### src/rtl/secuenciador_tiempos_pkg.sv
// Shared definitions for the timing-phase sequencer and the rest of the control unit.
// Holds the default counter geometry and the command-priority encoding.
// Contents: N_BITS_DEF, PASOS_DEF, cmd_e, sel_cmd().
package secuenciador_tiempos_pkg;

  // Default geometry shared with the control-unit top.
  localparam int N_BITS_DEF = 3;
  localparam int PASOS_DEF  = 2 ** N_BITS_DEF;

  // One command acts per edge. The encoding is ordered by priority, highest last.
  typedef enum logic [1:0] {
    CMD_NADA   = 2'd0,
    CMD_AVANZA = 2'd1,
    CMD_CARGA  = 2'd2,
    CMD_LIMPIA = 2'd3
  } cmd_e;

  // Collapse the command strobes into the single command that wins this edge.
  function automatic cmd_e sel_cmd(input logic limpia, input logic carga, input logic avanza);
    cmd_e c;
    if (limpia)      c = CMD_LIMPIA;
    else if (carga)  c = CMD_CARGA;
    else if (avanza) c = CMD_AVANZA;
    else             c = CMD_NADA;
    return c;
  endfunction

endpackage

### src/rtl/secuenciador_tiempos_decodificador_n.sv
// Purpose: N_BITS -> 2**N_BITS one-hot decoder with active-high disable.
// Latency: purely combinational, zero cycles.
// Backpressure: none; output all-zero while dis=1.
// Ports: dis (disable), ent (code to decode), sal (one-hot or all-zero).
module decodificador_n #(
  parameter int N_BITS = 3
) (
  input  logic                 dis,
  input  logic [N_BITS-1:0]    ent,
  output logic [2**N_BITS-1:0] sal
);

  always_comb begin
    sal = '0;
    if (!dis) sal[ent] = 1'b1;
  end

endmodule

### src/rtl/secuenciador_tiempos.sv
// Purpose: step counter driving one-hot timing phases T0..T(PASOS-1) for microinstruction sequencing.
// Latency: commands at edge k show on paso/sal after edge k; fin high the cycle after a wrap; dis hits sal combinationally.
// Backpressure: none; dis freezes the count (limpia still acts) and blanks sal.
// Ports: clk, rst_n (async, active-low), dis, limpia, carga, ent, avanza, [retro], sal, paso, fin, err.
// Optional feature: define SECUENCIADOR_RETRO_EN to add the retro input (avanza counts down while retro=1).
module secuenciador_tiempos
  import secuenciador_tiempos_pkg::*;
#(
  parameter int N_BITS = N_BITS_DEF,
  parameter int PASOS  = 2 ** N_BITS,
  parameter int INICIO = 0
) (
  input  logic                 clk,
  input  logic                 rst_n,
  input  logic                 dis,
  input  logic                 limpia,
  input  logic                 carga,
  input  logic [N_BITS-1:0]    ent,
  input  logic                 avanza,
`ifdef SECUENCIADOR_RETRO_EN
  input  logic                 retro,
`endif
  output logic [2**N_BITS-1:0] sal,
  output logic [N_BITS-1:0]    paso,
  output logic                 fin,
  output logic                 err
);

  // Last valid step and the start step, sized to the counter so compares stay N_BITS wide.
  localparam logic [N_BITS-1:0] ULTIMO = N_BITS'(PASOS - 1);
  localparam logic [N_BITS-1:0] INI    = N_BITS'(INICIO);

  cmd_e              cmd;
  logic [N_BITS-1:0] paso_nxt;
  logic              fin_nxt;
  logic              err_nxt;
  logic              atras;

`ifdef SECUENCIADOR_RETRO_EN
  assign atras = retro;
`else
  assign atras = 1'b0;
`endif

  // dis masks carga/avanza but never limpia.
  assign cmd = sel_cmd(limpia, carga & ~dis, avanza & ~dis);

  always_comb begin
    paso_nxt = paso;
    fin_nxt  = 1'b0;
    err_nxt  = err;
    case (cmd)
      CMD_LIMPIA: begin
        paso_nxt = INI;
        err_nxt  = 1'b0;
      end
      CMD_CARGA: begin
        // Out-of-range loads are refused and flagged; the step holds.
        if (ent <= ULTIMO) paso_nxt = ent;
        else               err_nxt  = 1'b1;
      end
      CMD_AVANZA: begin
        // Explicit wrap compare so PASOS < 2**N_BITS never reaches unused steps.
        if (atras) begin
          if (paso == '0) begin
            paso_nxt = ULTIMO;
            fin_nxt  = 1'b1;
          end else begin
            paso_nxt = paso - 1'b1;
          end
        end else begin
          if (paso == ULTIMO) begin
            paso_nxt = '0;
            fin_nxt  = 1'b1;
          end else begin
            paso_nxt = paso + 1'b1;
          end
        end
      end
      default: ;
    endcase
  end

  always_ff @(posedge clk or negedge rst_n) begin
    if (!rst_n) begin
      paso <= INI;
      fin  <= 1'b0;
      err  <= 1'b0;
    end else begin
      paso <= paso_nxt;
      fin  <= fin_nxt;
      err  <= err_nxt;
    end
  end

  decodificador_n #(.N_BITS(N_BITS)) u_deco (
    .dis (dis),
    .ent (paso),
    .sal (sal)
  );

endmodule

### config.mk
export PLATFORM = sky130hd
export DESIGN_NAME = secuenciador_tiempos
export DESIGN_NICKNAME = d
export VERILOG_FILES = /design/src/rtl/secuenciador_tiempos_pkg.sv /design/src/rtl/secuenciador_tiempos_decodificador_n.sv /design/src/rtl/secuenciador_tiempos.sv
export SDC_FILE = /design/constraint.sdc
export NUM_CORES = 1
export LEC_CHECK = 0
export CORE_AREA = 3 3 40 42
export DETAILED_ROUTE_END_ITERATION = 8
export DIE_AREA = 0 0 43 45
export GPL_TIMING_DRIVEN = 0
export HOLD_SLACK_MARGIN = 0.02
export PLACE_DENSITY = 0.64
export SETUP_SLACK_MARGIN = 0.02
export SYNTH_ARGS = -nofsm -noshare
export SYNTH_HDL_FRONTEND = slang
export SYNTH_SLANG_ARGS = --single-unit
export TNS_END_PERCENT = 10
### constraint.sdc
create_clock -name clk -period 2.1 [get_ports clk]
set_input_delay 0.42 -clock clk [delete_from_list [all_inputs] [get_ports clk]]
set_output_delay 0.42 -clock clk [all_outputs]
set_load 0.01 [all_outputs]
==> run metrics, run 1 <==
status completed; CP startpoint kind input pin; WL met3 between 70 and 80 µm; syn_nets 60; total internal power 0.2356 mW; max-cap viol count 0; Final Cell Area between 600 and 700 µm²; DR pass1 iterations 4; worst hold path class in -> async; kind of critical path in -> out; Synth top area share 31.25%; Final period util a little over nine tenths; DIE HEIGHT roughly 45 µm; leakage between 0.3 and 0.4 nW; CTS Sinks 5; DRT antenna net count 0; Clock Path Buffers 2; # DRC 0; top routing layer in use met4; GR Util All Layers 10.12%; Post-synth EDFFs 0; post-DP HPWL ~730 µm; largest net degree at the start of global routing 10; sequential cell area 126.4 µm²; endpoints failing setup 0; Avg Synthesized Cell Area 9.100 µm²; H-tree depth 1; Post-CTS Hold Buffers 0; switching share of power between 20% and 30%; Final Critical Period 2.023 ns; top-level port count 22; top cells by area, synth dfrtp_1 31%, ha_1 22%, nand2b_1 7.8%; area occupied by multi-input gates between 200 and 300 µm²; Cells after Synth 44; count of different cell masters after synthesis 17; placed instance area 629.4 µm²; die width 43 µm; fillers 141; clock root buffer clkbuf_4; Max Slew Vio Count 0; Placer Congestion 0.7094; WL met1 414 µm; beginning of the critical path dis; CTS tree yes; crit end category output pin; vias in the first global route roughly 350; placed cell count 80; number of synthesis warnings 0; sequential share of the synthesized area 31.25%; Routed WL per cell 10.95 µm; Req. time, crit path 1.68 ns; Area Overhead vs Synth 67.81%; n_diodes 0; power per cell area 493.4 mW/mm²; first-pass GRT wire length roughly 1500 µm; Die ar. 0.001935 mm²; clock latency at the later pin of the worst-skew pair 0.24 ns; met2 WL 415 µm; setup ws final 0.07697 ns; prevailing post-synth register cell dfrtp_1; sequential share of power 36.2%; Post-synth ARST share 100.0%; CTS Buf Count 3; Synth area leader dfrtp_1; initial DRC count 5; Mapped Area around 400 µm²; RSZ-0062 raised after global routing true; # rows 13; Peak VDD IR 231.0 µV; Max Clock Freq between 0.4 and 0.5 GHz; Sw Pwr 0.09587 mW; critical-path maximum fanout 7; CTS clk-pin slew, worst paths roughly 0.050 ns; Least-Margin Pin Slew 0.2666 ns; final std cells w/o fill 84; wirelength, routed 920 µm; share of post-route cells with drive strength above 1 10.14%; power share of the clock group 33.7%; Setup Skew 0.004791 ns; Final Hold Viols 0; pre-CTS WS -0.1886 ns; cell with the most instances after synthesis ha_1; total number of vias 409; initial core utilization between 30% and 40%; GR Overflow Total 0; vias per cell 4.869; Post-synth top cells 7 x ha_1, 5 x dfrtp_1, 5 x nand2b_1; combinational power share 30.0%; synthesized flop and latch total 5; core area 0.001285 mm²; crit path DAT between 1.5 and 2 ns; antenna violations before repair 0; reg2reg start paso[0]; port bufs 21; Slew headroom 82.23%; Net count, final 86
[through the flow]
step                hold WS (ns)  utilization (%)  setup TNS [ns]  total power [mW]
finish                    0.4009            52.29               0            0.3315
global route              0.4087            52.29               0            0.3535
CTS                       0.4032            51.51               0            0.3350
detailed placement        0.4876            48.98         -0.8990            0.2183
global placement          0.4762            48.98         -0.9952            0.2176
floorplan                 0.1244                -               0            0.1616
[repair_timing]
action	in CTS	in global routing
gates resized for setup	2	3
buffers inserted	0	0
setup endpoints to repair	8	2
hold endpoints to repair	0	0
[routing by layer]
layer  track usage (%)  vias up
met3             2.789        2
li1                  -      205
met1             12.68      182
met5                 0        -
met2             15.87       20
met4             5.422        0
[sequential cells by signal, summed over array words and instances, names as in the netlist]
| signal | count |
|---|---|
| paso | 3 |
| err | 1 |
| fin | 1 |
[cells in the final DEF (no fill, tap or decap), drive strengths merged]
master         count
a21o               2
a21oi              4
a22oi              2
and2               1
clkbuf             4
clkdlybuf4s50     19
dfrtp              5
dlygate4sd2        1
dlymetal6s2s       1
ha                 7
inv                1
mux2               1
mux2i              1
nand2              3
nand2b             5
nor2               4
nor3               4
nor4               1
o21ai              2
or3b               1
[cells by family after synthesis]
logic type | synth area share [%]
buffers and inverters | 0.9366
muxes | 5.312
and+or+nand+nor | 24.69
AOI/OAI and AO/OA | 15.93
DFF | 31.25
adders and majority gates | 21.87
[power by group through the flow]
stage | clock, mW | sequential (mW) | combinational, mW
floorplan | 0 | 0.120 | 0.0413
detailed placement | 0 | 0.119 | 0.0990
finish | 0.112 | 0.120 | 0.0996
global route | 0.123 | 0.122 | 0.109
CTS | 0.116 | 0.119 | 0.100
global placement | 0 | 0.119 | 0.0987
[cell type report]
cell class	instances	share of cell area, %
clock buffer	4	3.911
inverter	1	0.5587
timing repair buffer	21	31.47
tap	15	2.793
sequential	5	18.81
multi-input combinational	38	42.46
[worst max-delay path, cell delays in order]
cell	delay, ns
dlygate4sd2_1	0.31
nand2b_4	0.18
nor3_1	0.13
clkdlybuf4s50_1	0.56
[path summary, 6_finish.rpt]
check / to / slack (ns) / depth (start not counted)
worst min-delay path: err / 0.40 / 1
worst min register to register: err / 0.49 / 1
worst max-delay path: sal[1] / 0.08 / 4
max in group asynchronous: paso[0] / 1.49 / 1
worst max register to register: paso[0] / 0.65 / 4
min in group clk: err / 0.49 / 1
Note: power is estimated with default switching activity, not from simulation.
==> run 2: changes to the inputs <==
--- a/config.mk
+++ b/config.mk
@@ -10,9 +10,11 @@
 export DIE_AREA = 0 0 43 45
 export GPL_TIMING_DRIVEN = 0
 export HOLD_SLACK_MARGIN = 0.02
-export PLACE_DENSITY = 0.64
+export PLACE_DENSITY = 0.65
+export RECOVER_POWER = 25
 export SETUP_SLACK_MARGIN = 0.02
 export SYNTH_ARGS = -nofsm -noshare
 export SYNTH_HDL_FRONTEND = slang
+export SYNTH_HIERARCHICAL = 1
 export SYNTH_SLANG_ARGS = --single-unit
 export TNS_END_PERCENT = 10
==> run metrics, run 2 <==
prevailing post-synth register cell dfrtp_1; Area Overhead vs Synth 65.67%; worst hold path class in -> async; # DRC 0 (unchanged); Least-Margin Pin Slew 0.3308 ns (+0.06422 ns); first-pass GRT wire length 1524 µm (+2.3%); Peak VDD IR 212.6 µV (-8.0%); CTS Buf Count 3 (unchanged); Synth top area share 29.85% (-1.4 points); DRT antenna net count 0 (unchanged); post-DP HPWL 789.8 µm (+7.6%); commonest non-fill, non-tap cells in the layout 15 x clkdlybuf4s50_1, 7 x ha_1, 4 x a21oi_1; Net count, final 82 (-4.7%); largest family of logic cells by synthesized area simple AND/OR/NAND/NOR gates; Synth area leader dfrtp_1; crit path DAT 1.61 ns (about the same); Worst path max stage delay 0.53 ns (-0.03 ns); top cells by area, synth dfrtp_1 30%, ha_1 21%, and4bb_2 9.0%; Post-synth top cells 7 x ha_1, 5 x dfrtp_1, 4 x a21oi_1; RSZ-0062 raised after global routing false; leakage 0.3450 nW (+14%); CP startpoint kind input pin; number of synthesis warnings 6 (+6); R2R Setup Slk 0.60 ns (-0.05 ns); Slowest cell on crit path clkdlybuf4s50_1; Clock Path Buffers 2 (unchanged); CTS tree yes; crit-path cells dlygate4sd2_1, and4bb_2, clkdlybuf4s50_1; biggest regs paso x3, err x1, fin x1; Max Slew Vio Count 0 (unchanged); CTS Sinks 5 (unchanged); Placer Congestion 0.6095 (-14%); antenna violations before repair 0 (unchanged); final std cells w/o fill 80 (-4.8%); crit end category output pin; complex-gate fraction of the synthesized area 14.33% (-1.6 points); port bufs 21 (unchanged); vias in the first global route 370 (+4.5%); mux contribution to synthesized area 5.075% (-0.24 points); Mapped Area 419.2 µm² (+4.7%); GR Util All Layers 10.79% (+0.67 points); # rows 13 (unchanged); Final Critical Period 2.034 ns (+0.01114 ns); largest net degree at the start of global routing 13 (+3); clock latency at the later pin of the worst-skew pair 0.24 ns (about the same); Slew headroom 77.94% (-4.3 points); Synth Area in Simple Gates 28.96% (+4.3 points); beginning of the critical path dis; GR Overflow Total 0 (unchanged); Synth Area in XOR/XNOR 0% (unchanged); critical-path maximum fanout 10 (+3); share of post-route cells with drive strength above 1 20.00% (+9.9 points); endpoints failing setup 0 (unchanged); Max Clock Freq 0.4916 GHz (-0.55%); setup ws final 0.06583 ns (-0.01114 ns); max FFs per register 3 (unchanged); DR pass1 iterations 4 (unchanged); Die ar. 0.001935 mm² (unchanged); placed cell count 76 (-5.0%); Final Cell Area 694.4 µm² (+3.4%); Req. time, crit path 1.68 ns (about the same); kind of critical path in -> out; reg2reg start paso[0]; Cells after Synth 40 (-9.1%); buffer count from post-CTS setup fixing 0 (unchanged); Final period util 96.87% (+0.53 points); CTS clk-pin slew, worst paths 0.05 ns (about the same); total number of vias 416 (+1.7%); Avg Synthesized Cell Area 10.48 µm² (+15%); Post-synth ARST share 100.0% (unchanged); synthesized flop and latch total 5 (unchanged); Setup Skew 0.001251 ns (-0.003540 ns); initial core utilization 32.62% (+1.5 points); n_diodes 0 (unchanged); H-tree depth 1 (unchanged); clock root buffer clkbuf_4; die width 43 µm (unchanged); fillers 126 (-11%); Final Hold Viols 0 (unchanged); max-cap viol count 0 (unchanged); placed instance area 648.1 µm² (+3.0%); fin util 54.04% (+1.8 points); sequential share of the synthesized area 29.85% (-1.4 points); pre-CTS WS -0.2349 ns (-0.04624 ns); vias per cell 5.200 (+6.8%); path depth of the worst reg2reg path 4 (unchanged); wirelength, routed 1022 µm (+11%); Routed WL per cell 12.78 µm (+17%); Post-synth EDFFs 0 (unchanged); initial DRC count 3 (-2); status completed; core area 0.001285 mm² (unchanged); Top reg by flops paso; commonest non-fill, non-tap cell in the layout clkdlybuf4s50_1; DIE HEIGHT 45 µm (unchanged); syn_nets 56 (-6.7%); top-level port count 22 (unchanged); Post-Synth Adder-Cell Area 20.90% (-0.98 points); count of different cell masters after synthesis 18 (+1); cell with the most instances after synthesis ha_1; power per cell area 477.4 mW/mm² (-3.2%)
[run 2: worst paths after layout]
path,to
max,sal[6]
min,paso[2]
max reg2reg,paso[0]
min reg2reg,err
max in group asynchronous,paso[1]
min in group clk,err
[run 2: metal layers]
metal	share of wire, %	GRT usage (%)
met1	42	12.68
met2	50	17.66
met3	5.7	2.390
met4	2.1	7.229
met5	0	0
[run 2: cell families after synthesis]
group	count (synthesis)
DFF	5
and+or+nand+nor	15
AOI/OAI and AO/OA	10
adders and majority gates	7
muxes	2
buffers and inverters	1
[run 2: timing repair]
item / CTS / global route
endpoints found under the setup margin: 8 / 5
hold buffers: 0 / 0
resized for setup: 3 / 6
[run 2: power by group]
group / internal, mW / total (mW) / switching (mW)
registers: 0.106 / 0.122 / 0.0162
logic: 0.0573 / 0.0964 / 0.0391
clock network: 0.0720 / 0.113 / 0.0413
total: 0.235 / 0.332 / 0.0966
[run 2: final cells by class]
| type | count | area (µm²) | area share (%) |
|---|---|---|---|
| multi-input cells | 34 | 302.8 | 43.60 |
| repair buffers | 21 | 215.2 | 30.99 |
| flip-flops and latches | 5 | 127.6 | 18.38 |
| clock buffers | 4 | 26.28 | 3.784 |
| well taps | 15 | 18.77 | 2.703 |
| inverters | 1 | 3.754 | 0.5405 |
[run 2: critical path, delay by kind of cell]
family                 cells  cell delay [ns]
buffers and inverters      2             0.87
and+or+nand+nor            1             0.33
[run 2: metrics by stage]
stage / hold WS (ns) / TNS (ns) / total power, mW
after global routing: 0.4748 / 0 / 0.3560
after detailed placement: 0.5039 / -1.835 / 0.2202
final: 0.4773 / 0 / 0.3315
after floorplan: 0.1244 / 0 / 0.1616
after global placement: 0.5186 / -1.723 / 0.2187
after CTS: 0.4091 / 0 / 0.3361
==> run 3: changes to the inputs <==
--- a/config.mk
+++ b/config.mk
@@ -5,9 +5,9 @@
 export SDC_FILE = /design/constraint.sdc
 export NUM_CORES = 1
 export LEC_CHECK = 0
-export CORE_AREA = 3 3 40 42
+export CORE_AREA = 4 4 41 43
 export DETAILED_ROUTE_END_ITERATION = 8
-export DIE_AREA = 0 0 43 45
+export DIE_AREA = 0 0 45 47
 export GPL_TIMING_DRIVEN = 0
 export HOLD_SLACK_MARGIN = 0.02
 export PLACE_DENSITY = 0.65
==> run metrics, run 3 (synthesis results as in run 2) <==
buffer count from post-CTS setup fixing 0 (unchanged); kind of critical path in -> out; GR Overflow Total 0 (unchanged); Max Clock Freq 0.4906 GHz (-0.21%); first-pass GRT wire length 1545 µm (+1.4%); clock latency at the later pin of the worst-skew pair 0.24 ns (about the same); Slew headroom 78.73% (+0.79 points); # rows 13 (unchanged); Clock Path Buffers 2 (unchanged); share of post-route cells with drive strength above 1 16.92% (-3.1 points); Max Slew Vio Count 0 (unchanged); DRT antenna net count 0 (unchanged); post-DP HPWL 744.3 µm (-5.8%); fillers 131 (+4.0%); DIE HEIGHT 47 µm (+4.4%); vias per cell 4.938 (-5.0%); critical-path maximum fanout 10 (unchanged); Post-CTS Hold Buffers 0 (unchanged); endpoints failing setup 0 (unchanged); die width 45 µm (+4.7%); CTS Sinks 5 (unchanged); status completed; Routed WL per cell 11.94 µm (-6.6%); Final period util 97.07% (+0.20 points); largest net degree at the start of global routing 13 (unchanged); Final Critical Period 2.038 ns (+0.004270 ns); power per cell area 474.6 mW/mm² (-0.57%); port bufs 21 (unchanged); # DRC 0 (unchanged); CP delay by family, top buffers and inverters; CP startpoint kind input pin; Final Cell Area 684.4 µm² (-1.4%); crit end category output pin; Setup Skew 0.002757 ns (+0.001506 ns); CP bufs+invs 2 (unchanged); top routing layer in use met3; crit path DAT 1.62 ns (about the same); Top reg by flops paso; antenna violations before repair 0 (unchanged); n_diodes 0 (unchanged); total number of vias 395 (-5.0%); leakage 0.3332 nW (-3.4%); Die ar. 0.002115 mm² (+9.3%); Final Hold Viols 0 (unchanged); CTS clk-pin slew, worst paths 0.04 ns (about the same); beginning of the critical path dis; RSZ-0062 raised after global routing false; Net count, final 82 (unchanged); top-level port count 22 (unchanged); max-cap viol count 0 (unchanged); worst hold path class in -> async; CTS tree yes; hold slack 0.4680 ns (-0.009292 ns); vias in the first global route 382 (+3.2%); WL met1 385 µm (-11%); crit-path cells dlygate4sd2_1, nor4_1, clkdlybuf4s50_1; setup_tns 0 ns (unchanged); GR Util All Layers 10.25% (-0.53 points); clock root buffer clkbuf_4; initial DRC count 3 (unchanged); commonest non-fill, non-tap cell in the layout clkdlybuf4s50_1; placed instance area 648.1 µm² (unchanged); DR pass1 iterations 2 (-2); Placer Congestion 0.6573 (+7.8%); wirelength, routed 955 µm (-6.6%); fin util 52.60% (-1.4 points); Slowest cell on crit path clkdlybuf4s50_1; Req. time, crit path 1.68 ns (about the same); Least-Margin Pin Slew 0.3190 ns (-0.01181 ns); Peak VDD IR 224.0 µV (+5.4%); Worst path max stage delay 0.58 ns (+0.05 ns); max FFs per register 3 (unchanged); core area 0.001301 mm² (+1.3%); reg2reg start paso[1]; commonest non-fill, non-tap cells in the layout 16 x clkdlybuf4s50_1, 7 x ha_1, 4 x a21oi_1, 4 x dfrtp_1; biggest regs paso x3, err x1, fin x1; Area Overhead vs Synth 63.28%; initial core utilization 32.21% (-0.41 points); WL met3 49 µm (-16%); R2R Setup Slk 0.63 ns (+0.03 ns); H-tree depth 1 (unchanged); CTS Buf Count 3 (unchanged); met2 WL 520 µm (+1.8%)
[run 3: cell count changes in the layout (fill, tap and decap cells not counted), sizes merged]
cell / previous run / this run
clkdlybuf4s50: 15 / 16
dlymetal6s2s: 3 / 2
[run 3: worst reg2reg max path, cell delays in order (launching register included)]
cell,delay (ns)
dfrtp_1,0.48
ha_1,0.24
ha_1,0.18
or3b_1,0.37
a21oi_1,0.12
[run 3: layer usage]
| layer | GRT usage (%) | vias up |
|---|---|---|
| li1 | - | 206 |
| met3 | 0.7663 | 0 |
| met2 | 15.25 | 10 |
| met1 | 12.73 | 179 |
| met5 | 0 | - |
| met4 | 10.53 | 0 |
[run 3: worst paths after layout]
check                           to  depth (start not counted)
max                         sal[0]                          3
min in group clk               err                          1
min                            fin                          1
max reg2reg                paso[0]                          4
max in group asynchronous  paso[0]                          1
min reg2reg                    err                          1
[run 3: area by class of cell]
type / count / area (µm²) / share of cell area (%)
sequential: 5 / 126.4 / 18.46
clock buffer: 4 / 26.28 / 3.839
multi-input combinational: 34 / 296.5 / 43.33
tap: 15 / 18.77 / 2.742
inverter: 1 / 3.754 / 0.5484
timing repair buffer: 21 / 212.7 / 31.08
[run 3: what timing repair did]
item,4_1_cts,5_1_grt
cloned,0,0
gates resized for setup,2,4
setup endpoints to repair,8,2
[run 3: per-stage QoR]
| stage | power, mW | setup WS [ns] | instances |
|---|---|---|---|
| final | 0.3248 | 0.06156 | 80 |
| after global routing | 0.3502 | 0.02112 | 80 |
| after CTS | 0.3303 | 0.02333 | 80 |
| after detailed placement | 0.2207 | -0.2194 | 76 |
| after global placement | 0.2204 | -0.2319 | 76 |
| after floorplan | 0.1616 | 0.6455 | 40 |
[run 3: where the power goes]
group	internal [mW]	switching [mW]
clock network	0.0716	0.0356
registers	0.105	0.0159
logic	0.0579	0.0383
